===== config.mk =====
export PLATFORM = sky130hd
export DESIGN_NAME = sprite_fetch
export DESIGN_NICKNAME = d
export VERILOG_FILES = /design/src/rtl/sprite_pkg.sv /design/src/rtl/sprite_anim_ctr.sv /design/src/rtl/sprite_fetch.sv
export SDC_FILE = /design/constraint.sdc
export NUM_CORES = 1
export LEC_CHECK = 0
export ABC_AREA = 1
export CELL_PAD_IN_SITES_DETAIL_PLACEMENT = 2
export CELL_PAD_IN_SITES_GLOBAL_PLACEMENT = 2
export CORE_UTILIZATION = 28
export DETAILED_ROUTE_END_ITERATION = 16
export GPL_TIMING_DRIVEN = 1
export PLACE_DENSITY_LB_ADDON = 0.1
export SETUP_SLACK_MARGIN = 0.02
export SLEW_MARGIN = 15
export SYNTH_ARGS = -nofsm -noshare
export SYNTH_HDL_FRONTEND = slang
export SYNTH_SLANG_ARGS = --single-unit

===== constraint.sdc =====
create_clock -name Clk -period 4.1 [get_ports Clk]
set_input_delay 0.615 -clock Clk [delete_from_list [all_inputs] [get_ports Clk]]
set_output_delay 0.615 -clock Clk [all_outputs]
set_load 0.1 [all_outputs]

===== src/rtl/sprite_pkg.sv =====
`default_nettype none
// ============================================================================
//  Module   : sprite_pkg
//  Purpose  : Shared widths, colour type and helpers for the sprite fetch
//             engine and its animation counter.
//  Revision : 1.0 - initial release
// ============================================================================
package sprite_pkg;

    localparam int ADDR_W = 19;
    localparam int RGB_W  = 24;

    typedef logic [23:0] rgb_t;

    // Magenta is the colour key the art pipeline uses for see-through texels
    localparam rgb_t SPR_KEY_DEFAULT = 24'hFF00FF;

    // Width of a counter/selector holding 0..n-1; never collapses to zero bits
    function automatic int sel_width(input int n);
        return (n > 1) ? $clog2(n) : 1;
    endfunction

endpackage
`default_nettype wire


===== src/rtl/sprite_anim_ctr.sv =====
`default_nettype none
// ============================================================================
//  Module   : sprite_anim_ctr
//  Purpose  : Divides the per-frame tick by ANIM_DIV and steps the animation
//             frame index, wrapping NUM_FRAMES-1 back to 0.
//  Revision : 1.0 - initial release
// ============================================================================
module sprite_anim_ctr
    import sprite_pkg::*;
#(
    parameter int  NUM_FRAMES = 3,
    parameter int  ANIM_DIV   = 6,
    localparam int FSEL_W     = sel_width(NUM_FRAMES),
    localparam int DIV_W      = sel_width(ANIM_DIV)
) (
    input  logic              clk,
    input  logic              rst_n,
    input  logic              i_frame_tick,
    input  logic              i_anim_en,
    output logic [FSEL_W-1:0] o_frame_sel
);

    localparam logic [DIV_W-1:0]  c_div_last   = DIV_W'(ANIM_DIV - 1);
    localparam logic [FSEL_W-1:0] c_frame_last = FSEL_W'(NUM_FRAMES - 1);

    logic [DIV_W-1:0]  div_d,   div_q;
    logic [FSEL_W-1:0] frame_d, frame_q;

    // Next-state: disabled animation parks on frame 0, otherwise count ticks
    always_comb begin
        div_d   = div_q;
        frame_d = frame_q;
        if (!i_anim_en) begin
            div_d   = '0;
            frame_d = '0;
        end else if (i_frame_tick) begin
            if (div_q == c_div_last) begin
                div_d   = '0;
                frame_d = (frame_q == c_frame_last) ? '0 : frame_q + FSEL_W'(1);
            end else begin
                div_d = div_q + DIV_W'(1);
            end
        end
    end

    // Divider and frame index registers
    always_ff @(posedge clk or negedge rst_n) begin
        if (!rst_n) begin
            div_q   <= '0;
            frame_q <= '0;
        end else begin
            div_q   <= div_d;
            frame_q <= frame_d;
        end
    end

    assign o_frame_sel = frame_q;

endmodule
`default_nettype wire


===== src/rtl/sprite_fetch.sv =====
`default_nettype none
// ============================================================================
//  Module   : sprite_fetch
//  Purpose  : Per-pixel sprite box test, ROM address generation (with
//             horizontal mirroring), colour-key filtering of the ROM word and
//             animation frame sequencing. Fixed 3-clock pixel latency.
//  Revision : 1.0 - initial release
// ============================================================================
module sprite_fetch
    import sprite_pkg::*;
#(
    parameter int   SPR_W       = 32,
    parameter int   SPR_H       = 32,
    parameter int   NUM_FRAMES  = 3,
    parameter int   ANIM_DIV    = 6,
    parameter rgb_t TRANSPARENT = SPR_KEY_DEFAULT,
    localparam int  FSEL_W      = sel_width(NUM_FRAMES)
) (
    input  logic              Clk,
    input  logic              Reset_n,
    input  logic [9:0]        DrawX,
    input  logic [9:0]        DrawY,
    input  logic              frame_tick,
    input  logic [9:0]        SpriteX,
    input  logic [9:0]        SpriteY,
    input  logic              flip,
    input  logic              anim_en,
    output logic [ADDR_W-1:0] read_address,
    input  rgb_t              rom_data,
    output logic [FSEL_W-1:0] frame_sel,
    output logic [RGB_W-1:0]  pixel_rgb,
    output logic              pixel_valid
);

    // Shadow copies of the sprite placement, only refreshed in vertical blank
    logic [9:0]        sx_d, sx_q;
    logic [9:0]        sy_d, sy_q;
    logic              flip_d, flip_q;

    // Pipeline state
    logic [ADDR_W-1:0] addr_d, addr_q;
    logic              hit1_d, hit1_q;
    logic              hit2_d, hit2_q;
    logic              valid_d, valid_q;
    rgb_t              rgb_d, rgb_q;

    // Stage-0 helpers; bit 10 of rel_* is the two's-complement sign
    logic [10:0]       rel_x;
    logic [10:0]       rel_y;
    logic              hit0;
    logic [ADDR_W-1:0] col;

    // Shadow load, box test, address generation and colour-key filtering
    always_comb begin
        sx_d   = sx_q;
        sy_d   = sy_q;
        flip_d = flip_q;
        if (frame_tick) begin
            sx_d   = SpriteX;
            sy_d   = SpriteY;
            flip_d = flip;
        end

        // A pixel left of / above the sprite gives a negative offset: a miss
        rel_x = {1'b0, DrawX} - {1'b0, sx_q};
        rel_y = {1'b0, DrawY} - {1'b0, sy_q};
        hit0  = !rel_x[10] && (rel_x < 11'(SPR_W)) &&
                !rel_y[10] && (rel_y < 11'(SPR_H));

        col    = flip_q ? (ADDR_W'(SPR_W - 1) - ADDR_W'(rel_x)) : ADDR_W'(rel_x);
        addr_d = hit0 ? (ADDR_W'(rel_y) * ADDR_W'(SPR_W) + col) : '0;
        hit1_d = hit0;

        // The ROM registers its word during the hit1 -> hit2 step
        hit2_d  = hit1_q;
        valid_d = hit2_q && (rom_data != TRANSPARENT);
        rgb_d   = valid_d ? rom_data : '0;
    end

    // Shadow and pipeline registers; reset flushes every in-flight pixel
    always_ff @(posedge Clk or negedge Reset_n) begin
        if (!Reset_n) begin
            sx_q    <= '0;
            sy_q    <= '0;
            flip_q  <= 1'b0;
            addr_q  <= '0;
            hit1_q  <= 1'b0;
            hit2_q  <= 1'b0;
            valid_q <= 1'b0;
            rgb_q   <= '0;
        end else begin
            sx_q    <= sx_d;
            sy_q    <= sy_d;
            flip_q  <= flip_d;
            addr_q  <= addr_d;
            hit1_q  <= hit1_d;
            hit2_q  <= hit2_d;
            valid_q <= valid_d;
            rgb_q   <= rgb_d;
        end
    end

    sprite_anim_ctr #(
        .NUM_FRAMES (NUM_FRAMES),
        .ANIM_DIV   (ANIM_DIV)
    ) u_anim (
        .clk          (Clk),
        .rst_n        (Reset_n),
        .i_frame_tick (frame_tick),
        .i_anim_en    (anim_en),
        .o_frame_sel  (frame_sel)
    );

    assign read_address = addr_q;
    assign pixel_rgb    = rgb_q;
    assign pixel_valid  = valid_q;

endmodule
`default_nettype wire


==> flow_metrics.env <==
export IMPL_synthCells=566
export IMPL_fin_skew_ns=0.007661
export IMPL_first_pass_iters=4
export IMPL_min_path_type="reg2reg"
export IMPL_crit_required_ns=4.32
export IMPL_synth_seq_area_share=0.4125
export IMPL_crit_type="in2reg"
export IMPL_p_clk_frac=0.285
export IMPL_final_util=0.4194
export IMPL_startpoint_type="input port"
export IMPL_synthMuxAreaShare=0
export IMPL_ir_drop_mv=0.2214
export IMPL_clockBufferDepth=2
export IMPL_synthXorXnorAreaFrac=0.05213
export IMPL_reg2reg_depth=19
export IMPL_max_cap_violations=0
export IMPL_htree_num_levels=3
export IMPL_cts_setup_buffers=0
export IMPL_final_layout_size_suffix_gt1_frac=0.1272
export IMPL_seq_power_share=0.271
export IMPL_cts_tree="done"
export IMPL_post_route_period_util=0.9397
export IMPL_combPwrFrac=0.444
export IMPL_yosys_warnings=0
export IMPL_grt_pass1_vias=4584
export IMPL_grt_start_max_net_pins=73
export IMPL_maxSlewViolCount=0
export IMPL_slew_limit_headroom=0.3263
export IMPL_drt_iter0_markers=100
export IMPL_crit_start="DrawX[0]"
export IMPL_synthesis_nets=672
export IMPL_finish_instance_area_um2=6376
export IMPL_row_count=45
export IMPL_start_util=0.2873
export IMPL_finalHoldViolations=0
export IMPL_yosysTopAreaCell="dfrtp_1"
export IMPL_port_buffers=114
export IMPL_ios=115
export IMPL_worst_slew_pin_slew_ns=1.007
export IMPL_fp_dieH_um=126.9
export IMPL_grt_first_pass_wirelength_mm=22.69
export IMPL_yosysTopAreaCellShare=0.4125
export IMPL_r2r_start="sx_q[0]$_DFFE_PN0P_"
export IMPL_die_w_um=126.9
export IMPL_viasPerCell=4.564
export IMPL_synthSimpleGateAreaFrac=0.2446
export IMPL_synth_fa_ha_area_frac=0.1111
export IMPL_cts_root_buf="clkbuf_16"
export IMPL_drt_total_wl_mm=13.71
export IMPL_fin_crit_ns=3.853
export IMPL_dpl_instance_area_um2=5974
export IMPL_insertion_delay_ns=0.35
export IMPL_fin_nets=825
export IMPL_synth_compound_area_frac=0.07476
export IMPL_r2r_slack_ns=0.51
export IMPL_postSynthAreaPerCell_um2=7.717
export IMPL_power_leakage_nw=3.289
export IMPL_switching_share=0.3641
export IMPL_setup_viol=0
export IMPL_grt_use_total=0.1809
export IMPL_wire_per_inst_um=15.05
export IMPL_remaining_drc_errors=0
export IMPL_dieArea_um2=16100
export IMPL_r2r_end="read_address[14]$_DFF_PN0_"
export IMPL_diodes=0
export IMPL_hpwlAfterDp_mm=10.86
export IMPL_gp_congestion=0.8208
export IMPL_antenna_found_initial=0
export IMPL_num_vias=4158
export IMPL_cp_endpoint="read_address[14]$_DFF_PN0_"
export IMPL_clock_sinks=72
export IMPL_fmax_ghz=0.2596
export IMPL_setup_tns_ns=0
export IMPL_status="completed"
export IMPL_worstPathArrival_ns=4.07
export IMPL_ys_types=29
export IMPL_intPower_mw=1.783
export IMPL_ys_ff_latch=72
export IMPL_clkTransAtPathRegs_ns=0.06
export IMPL_synth_cell_area_um2=4368
export IMPL_switching_power_mw=1.021
export IMPL_numCtsBuffers=9
export IMPL_areaGrowthSynthToFinish_pct=45.98
export IMPL_synth_area_leaders="dfrtp_1 (41%), nand2_1 (11%), ha_1 (9.7%)"
export IMPL_drtAntennaViolNets=0
export IMPL_cp_end_kind="flop"
export IMPL_fillCellCount=1731
export IMPL_core_um2=15200
export IMPL_overflow=0
export IMPL_synth_top_family_by_area="simple AND/OR/NAND/NOR gates"
export IMPL_path_max_fanout=4
export IMPL_power_density_nw_per_um2=439.7
## cell usage in the layout (no fill, tap or decap), types with 10 or more instances in the layout
cell             netlist  routed
nand2_1              126     122
clkdlybuf4s50_1        0     113
inv_1                108     108
dfrtp_1               72      72
nor2_1                69      68
buf_4                  0      39
ha_1                  34      30
o21ai_0               30      28
nand3_1               24      23
a21oi_1               22      15
xor2_1                15      14
nand4_1               13      13
xnor2_1               11      10
## power groups by stage
stage                     Combinational, mW  Sequential (mW)  Clock [mW]
after floorplan                       0.654            0.784           0
after global placement                 1.11            0.770           0
after detailed placement               1.17            0.773           0
after CTS                              1.19            0.760       0.828
after global routing                   1.38            0.763       0.856
final                                  1.24            0.759       0.800
## synth_stat cells
cell,count
nor2_2,7
nand4_2,1
or2_2,2
clkbuf_1,7
nand3_2,1
nor2_1,69
a31oi_1,1
nand3b_1,1
xnor2_1,11
nand2_2,5
nor3_1,1
nand4_1,13
nand2_1,126
inv_1,108
o21ai_2,1
nor4_1,2
fa_1,3
buf_6,2
ha_1,34
xor2_1,15
nand3_1,24
a21oi_1,22
o21ai_0,30
o31ai_1,1
dfrtp_1,72
o21bai_1,3
o22ai_1,1
buf_1,1
a21o_1,2
## sequential cells by signal, indices dropped and copies added, names as in the netlist
name,flops
pixel_rgb,24
read_address,19
sx_q,10
sy_q,10
u_anim.div_q,3
u_anim.o_frame_sel,2
flip_q,1
hit1_q,1
hit2_q,1
pixel_valid,1
## worst max-delay path: stages
cell	delay (ns)
clkdlybuf4s50_1	0.41
inv_1	0.06
ha_1	0.13
inv_1	0.06
fa_2	0.35
nand3_1	0.11
nand3_2	0.09
a21oi_2	0.18
xor2_2	0.09
ha_2	0.19
or2_2	0.33
o21ai_2	0.07
xor2_1	0.17
ha_1	0.30
a21oi_2	0.17
o21ai_0	0.09
a21oi_1	0.19
nor3_1	0.09
nor2_1	0.14
xor2_1	0.16
nor2_1	0.06
## worst min-delay path by stage
| stage | from | end | slack [ns] | cells past startpoint |
|---|---|---|---|---|
| floorplan | Reset_n | flip_q$_DFFE_PN0P_ | 0.32 | 0 |
| detailed placement | hit1_q$_DFF_PN0_ | hit2_q$_DFF_PN0_ | 0.34 | 0 |
| finish | hit1_q$_DFF_PN0_ | hit2_q$_DFF_PN0_ | 0.35 | 0 |
| global placement | hit1_q$_DFF_PN0_ | hit2_q$_DFF_PN0_ | 0.34 | 0 |
| global route | hit1_q$_DFF_PN0_ | hit2_q$_DFF_PN0_ | 0.36 | 0 |
| CTS | hit1_q$_DFF_PN0_ | hit2_q$_DFF_PN0_ | 0.35 | 0 |
## stage by stage
step | setup slack, ns | hold WS [ns] | std cells | power (mW)
3_5_place_dp | -0.2382 | 0.3364 | 896 | 1.938
2_1_floorplan | 0.2373 | 0.3194 | 566 | 1.438
6_report | 0.2474 | 0.3473 | 911 | 2.804
3_3_place_gp | -0.08427 | 0.3397 | 896 | 1.878
5_1_grt | -0.005985 | 0.3574 | 911 | 2.999
4_1_cts | 0.05408 | 0.3499 | 911 | 2.774
## cells by family after synthesis
kind of cell | Yosys count
buf+inv | 118
fa+ha+maj | 37
simple gates | 252
flops | 72
xor+xnor | 26
compound gates | 61
## what timing repair did
action	in CTS	in global routing
endpoints found under the setup margin	1	9
hold buffers	0	0
hold endpoints to repair	0	0
pin swaps	0	4
gates resized for setup	1	23
## layer usage
layer	GRT usage	share of wire	vias to the layer above	wire length (um)
li1	-	-	2051	-
met1	0.2150	0.43	2025	5889
met2	0.3306	0.53	70	7240
met3	0.03332	0.030	12	418
met4	0.05252	0.012	0	159
met5	0	0	-	0
## cell type report
type                       count  area [um2]  share of cell area
multi-input combinational    376        2213              0.3471
sequential                    72        1802              0.2826
timing repair buffer         152        1424              0.2233
inverter                     108       405.4             0.06358
clock buffer                  10       239.0             0.03748
tap                          188       235.2             0.03689
clock inverter                 5       57.56            0.009027
Note: power is estimated with default switching activity, not from simulation.
